File: src/rtl/dpram_wr_ctrl.sv
// Ping-pong byte writer for the 64x8 RAM; two 32-byte halves (wa[5]).
// Ports: byte stream in, RAM write strobe/addr/data out, per-half rdy/len, rel.
// Optional DPWR_DROP_CNT_EN: no backpressure; drops counted in drop_cnt.
module dpram_wr_ctrl (
  input  logic       clk,
  input  logic       rst,
  input  logic       in_valid,
  input  logic [7:0] in_data,
  output logic       in_ready,
  input  logic       flush,
  output logic       we,
  output logic [5:0] wa,
  output logic [7:0] wd,
  output logic [1:0] rdy,
  output logic [5:0] len0,
  output logic [5:0] len1,
  input  logic [1:0] rel
`ifdef DPWR_DROP_CNT_EN
  ,
  output logic [7:0] drop_cnt
`endif
);

  logic       we_q, we_d;
  logic [5:0] wa_q, wa_d;
  logic [7:0] wd_q, wd_d;
  logic [1:0] rdy_q, rdy_d;
  logic [5:0] len0_q, len0_d;
  logic [5:0] len1_q, len1_d;
  logic       half_q, half_d;
  logic [4:0] ptr_q, ptr_d;

  logic       full;
  logic       acc;
  logic       close;
  logic [5:0] clen;

  assign full = rdy_q[half_q];

`ifdef DPWR_DROP_CNT_EN
  logic [7:0] drop_q, drop_d;
  logic       drop;

  assign in_ready = 1'b1;
  assign acc      = in_valid && !full;
  assign drop     = in_valid && full;
  assign drop_cnt = drop_q;

  always_comb begin
    drop_d = drop_q;
    if (drop && drop_q != 8'hff)
      drop_d = drop_q + 8'd1;
  end
`else
  assign in_ready = !full;
  assign acc      = in_valid && in_ready;
`endif

  // A flush that coincides with byte 31 is the same single close.
  assign close = (acc && ptr_q == 5'd31) ||
                 (flush && (ptr_q != 5'd0 || acc));
  assign clen  = {1'b0, ptr_q} + {5'd0, acc};

  always_comb begin
    we_d   = acc;
    wa_d   = wa_q;
    wd_d   = wd_q;
    ptr_d  = ptr_q;
    half_d = half_q;
    len0_d = len0_q;
    len1_d = len1_q;
    // Release first so a same-cycle close of that half wins.
    rdy_d  = rdy_q & ~rel;
    if (acc) begin
      wa_d  = {half_q, ptr_q};
      wd_d  = in_data;
      ptr_d = ptr_q + 5'd1;
    end
    if (close) begin
      rdy_d[half_q] = 1'b1;
      if (half_q) len1_d = clen;
      else        len0_d = clen;
      half_d = ~half_q;
      ptr_d  = 5'd0;
    end
  end

  always_ff @(posedge clk or posedge rst) begin
    if (rst) begin
      we_q   <= 1'b0;
      wa_q   <= 6'd0;
      wd_q   <= 8'd0;
      rdy_q  <= 2'b00;
      len0_q <= 6'd0;
      len1_q <= 6'd0;
      half_q <= 1'b0;
      ptr_q  <= 5'd0;
`ifdef DPWR_DROP_CNT_EN
      drop_q <= 8'd0;
`endif
    end else begin
      we_q   <= we_d;
      wa_q   <= wa_d;
      wd_q   <= wd_d;
      rdy_q  <= rdy_d;
      len0_q <= len0_d;
      len1_q <= len1_d;
      half_q <= half_d;
      ptr_q  <= ptr_d;
`ifdef DPWR_DROP_CNT_EN
      drop_q <= drop_d;
`endif
    end
  end

  assign we   = we_q;
  assign wa   = wa_q;
  assign wd   = wd_q;
  assign rdy  = rdy_q;
  assign len0 = len0_q;
  assign len1 = len1_q;

endmodule

File: config.mk
export PLATFORM = sky130hd
export DESIGN_NAME = dpram_wr_ctrl
export DESIGN_NICKNAME = d
export VERILOG_FILES = /design/src/rtl/dpram_wr_ctrl.sv
export SDC_FILE = /design/constraint.sdc
export NUM_CORES = 1
export LEC_CHECK = 0
export ABC_AREA = 1
export BUFFER_PORTS_ARGS = -buffer_cell sky130_fd_sc_hd__clkbuf_2
export CORE_MARGIN = 8
export CORE_UTILIZATION = 37
export CTS_CLUSTER_DIAMETER = 80
export DETAILED_ROUTE_END_ITERATION = 10
export HOLD_SLACK_MARGIN = 0.12
export PLACE_DENSITY = 0.65
export SYNTH_ARGS = -nofsm -noshare
export SYNTH_HDL_FRONTEND = slang
export SYNTH_SLANG_ARGS = --single-unit
File: constraint.sdc
create_clock -name clk -period 4.7 [get_ports clk]
set_input_delay 0.235 -clock clk [delete_from_list [all_inputs] [get_ports clk]]
set_output_delay 0.235 -clock clk [all_outputs]
set_load 0.005 [all_outputs]
* Word level (Yosys, flattened, before mapping)
Index checks and enable logic that the tools add are counted.
Widths: inputs -> output; s select.
** Cells by class
- Order comparisons :: 2
- $add $sub $neg :: 2
- Reduce and logical (&&, ||, !) cells :: 11
- Equal/unequal tests :: 1
- Bitwise operators :: 4
- Muxes and demuxes :: 7
** Operators by type and width (number)
- $mux 5 :: 2
- $add 5x1->6 :: 1
- $add 5x1->5 const B :: 1
- $eq 5x5->1 const B :: 1
- $reduce_bool 5->1 :: 1
- $logic_and 1x1->1 :: 4
- $reduce_and 2->1 :: 2
- $mux 1 :: 3
- $and 2x2->2 :: 1
- $logic_or 1x1->1 :: 2
- $lt 1x2->1 const B :: 1
- $mux 2 :: 1
- $not 2->2 :: 1
- $or 2x2->2 :: 1
- $reduce_bool 2->1 :: 1
- $demux 1 s1 :: 1
- $ge 1x1->1 const B :: 1
- $logic_not 1->1 :: 1
- $not 1->1 :: 1
** Storage, ports and cells
- Bits in registers :: 35
- Logic and storage cells :: 35

* Logic depth before layout (Yosys ltp)
- Word-level depth :: 8
- Depth in mapped cells :: 11
- Depth with buffers taken out :: 10

* Worst setup path after synthesis
Ideal clock, no wire load.
- Path kind :: register to register
- Start point :: register half_q
- End point :: register len0_q[4], in the netlist len0[4]
- Clock period less this slack :: 1779 ps
- Library setup time :: 116 ps
- Path buffers :: 2
- Setup slack :: 2921 ps
- Data arrival time :: 1663 ps
- Cell stages (with the launch flop) :: 12
- Cell sequence :: dfrtp_1 > buf_4 > nand2_1 > nand3_2 > inv_2 > buf_4 > ha_1 > ha_1 > nand3_1 > xor2_1 > nand3_1 > nand2_1
** On the way
- Longest elaborated chain between the ends :: 8
- Elaborated cells on any way between the ends :: 11
** Ends and longest elaborated chain
- start: declaration :: line 30 : logic half_q, half_d;
- start signal: assignment :: line 108 : half_q <= half_d;
- $mux 1 (not written as such) * (2 in a row) :: line 38 : assign full = rdy_q[half_q];
- $logic_not 1->1 * :: line 55 : assign in_ready = !full;
- $logic_and 1x1->1 * :: line 56 : assign acc = in_valid && in_ready;
- named net acc :: line 34 : logic acc;
- branches (longest 4 deep; another with $add 5x1->6)
- end signal: assignment :: line 106 : len0_q <= len0_d;
- end: declaration :: line 28 : logic [5:0] len0_q, len0_d;
Mark *: on every way through the listed nets, which the timed path passes. The select of a mux whose other input is x is not followed.
A chain may end at the register's enable or synchronous reset.

* Final worst setup path
- Start point :: register half_q
- End point :: register len0_q[4], in the netlist len0[4]
** On the way
- Longest elaborated chain between the ends :: 8
- Elaborated cells on any way between the ends :: 11
** Ends and longest elaborated chain
- branches (longest 8 deep; another with $add 5x1->6)
Parallel ways; which one is timed is not known. The select of a mux whose other input is x is not followed.

==> impl_metrics.ini <==
[power]
swShare = 0.377
p_switching_w = 0.000413
power_frac_clock = 0.214
pwr-share-comb = 0.353
power_frac_seq = 0.433
p_int_w = 0.000683
leakagePower_nw = 1.10
total_power_w = 0.00110
vdd_ir_drop_max_uv = 263
power_density_mw_per_mm2 = 566

[detailed_routing]
drc = 0
routed_wl_mm = 3.44
drtPass1Iterations = 4
routedWlPerCell_um = 12.4
routed_via_density = 4.72
drt_iter0_markers = 53
via_count = 1307
drtAntennaViolNets = 0

[timing]
slew_headroom = 0.716
rsz0062_at_grt = false
timing.final.max_slew_violations = 0
tightestPinTransition_ns = 0.425
finalSetupViolations = 0
min_period_over_period = 0.527
fin_skew_ns = 0.00355
fmax_mhz = 404
post-route-min-period_ns = 2.48
hold_viol_final = 0
setup_tns_ns = 0

[clocking]
cts_resized = 0
clock_latency_ns = 0.28
cts_buffers = 5
max-clock-path-buffers = 2
clk_pin_slew_ns = 0.07
cts.sinks = 35
cts_tree = done
htreeDepth = 2
root_buffer = clkbuf_8

[job]
cap_violations = 0

[synth]
synthArstFlopShare = 1.00
yosys-mux-area-fraction = 0
synthDistinctLibCells = 18
synth_top_family_by_area = simple AND/OR/NAND/NOR gates
synthTopCellsByArea = dfrtp_1 (56%), nand2_1 (17%), nand3_1 (6.7%)
synth_cells = 177
yosys_register_bits = 35
synth_ff_type = dfrtp_1
synth-warning-count = 0
yosysTopAreaCell = dfrtp_1
synth_fa_ha_area_frac = 0.0401
synth_compound_area_frac = 0.0353
synth-seq-area-share = 0.562
synth-edff-count = 0
yosys.cell_count.top_type = nand2_1
synth_xor_area_frac = 0.0112
ys_top_cells_by_count = nand2_1 (71), dfrtp_1 (35), nand3_1 (21)
synth_nets = 196
avgSynthCellArea_um2 = 8.81
synth-simple-area-share = 0.297
netlist_area_mm2 = 0.00156
synth_top_area_share = 0.562

[place]
gp_congestion = 0.743
dp_hpwl_mm = 2.63
io_buffers = 43
placed_cell_area_mm2 = 0.00181

[grt]
grt_max_degree = 36
first_global_vias = 1288
grt_pass1_wl_mm = 5.91
gr-usage-all-layers = 0.114
gr-total-overflow = 0
antenna_found_initial = 0

[finish]
utilization = 0.481
stdcell_area_mm2 = 0.00194
multi_input_area_um2 = 598
n_antenna_cell = 0
drive_gt1_frac = 0.269
fin_nets = 245
areaGrowthSynthToFinish_pct = 24.3
fillCellCount = 416
register_area_um2 = 876

[floorplanning]
die-area_mm2 = 0.00655
coreArea_mm2 = 0.00403
die_h_um = 80.9
die_w_um = 80.9
rows = 23
pin_count = 44
start_util = 0.387

[setup_path]
path_cells = inv_2 -> nand2_1 -> nand3_2 -> inv_2 -> ha_1 -> ha_1 -> nand3_1 -> xor2_1 -> nand3_1 -> nand2_1
cp.arrival_ns = 2.65
critPathBufInv = 2
start_kind = flip-flop
cp-end-kind = flip-flop
critical_path_required_ns = 4.87
timing.critical_path.slowest_cell_delay_ns = 0.57
worst-path-max-fanout = 24
cp_slowest_cell = dfrtp_1
cp_top_family = simple AND/OR/NAND/NOR gates
critPathKind = flip-flop to flip-flop

[run_status]
status = finished clean

[min_path]
hp-class = primary input to flip-flop
area by class of cell:
type / instances / area share
multi-input combinational: 124 / 0.309
tap: 50 / 0.0323
timing repair buffer: 47 / 0.130
inverter: 13 / 0.0252
clock buffer: 8 / 0.0516
sequential: 35 / 0.452
power groups by stage:
stage | logic (W) | clock network [W] | registers, W
final | 0.000386 | 0.000235 | 0.000475
after global routing | 0.000441 | 0.000256 | 0.000489
after CTS | 0.000398 | 0.000241 | 0.000476
after detailed placement | 0.000396 | 0 | 0.000479
after global placement | 0.000389 | 0 | 0.000479
after floorplan | 0.000258 | 0 | 0.000468
registers in the layout, summed over array words and instances, names as in the netlist:
name	flops
half_q	1
len0	6
len1	6
ptr_q	5
rdy	2
wa	6
wd	8
we	1
metrics by stage:
stage | std cells | hold slack [ns] | setup WS [ns]
final | 277 | 0.143 | 2.22
after global routing | 277 | 0.141 | 1.95
after CTS | 276 | 0.124 | 2.21
after detailed placement | 266 | 0.337 | 2.21
after global placement | 266 | 0.338 | 2.29
after floorplan | 177 | 0.331 | 2.92
worst paths after layout:
check	from	end	slack, ns	cells after the start
min in group asynchronous	rst	we$_DFF_PP0_	0.58	4
max in group asynchronous	rst	wa[5]$_DFFE_PP0P_	3.82	4
hold reg to reg	len0[5]$_DFFE_PP0P_	len0[5]$_DFFE_PP0P_	0.47	2
hold / removal	in_data[2]	wd[2]$_DFFE_PP0P_	0.14	3
setup / recovery	half_q$_DFFE_PP0P_	len0[4]$_DFFE_PP0P_	2.22	10
setup reg to reg	half_q$_DFFE_PP0P_	len0[4]$_DFFE_PP0P_	2.22	10
routing by layer:
metal | part of all wire | global-route usage
met1 | 0.47 | 0.138
met2 | 0.45 | 0.179
met3 | 0.070 | 0.0475
met4 | 0.013 | 0.0429
met5 | 0 | 0
cell usage in the layout, fill, tap and decap left out, drive strengths merged:
| master | Yosys | layout |
|---|---|---|
| buf | 5 | 1 |
| nor3 | 2 | 2 |
| inv | 13 | 13 |
| nor2 | 3 | 3 |
| o21ai | 11 | 11 |
| nand3 | 23 | 23 |
| xor2 | 2 | 2 |
| nand2 | 76 | 76 |
| dfrtp | 35 | 35 |
| ha | 5 | 5 |
| nand3b | 1 | 1 |
| clkbuf | 0 | 51 |
| or2 | 1 | 1 |
| dlygate4sd3 | 0 | 3 |
tightest hold or removal path: cells and delay by family:
family                 cells  cell delay [ns]
and+or+nand+nor            2             0.08
buffers and inverters      1             0.07
logic make-up (layout without fill, tap and decap cells):
logic type	after synthesis	in the layout
flip-flops	35	35
AO/OA/AOI/OAI	11	11
buffers and inverters	18	68
XOR/XNOR	2	2
adder cells (fa/ha/maj)	5	5
AND/OR/NAND/NOR	106	106
what timing repair did:
| item | CTS | global route |
|---|---|---|
| hold buffers | 2 | 1 |
| endpoints found under the hold margin | 36 | 1 |
| buffers inserted | 0 | 0 |
(Power assumes the default switching activity.)
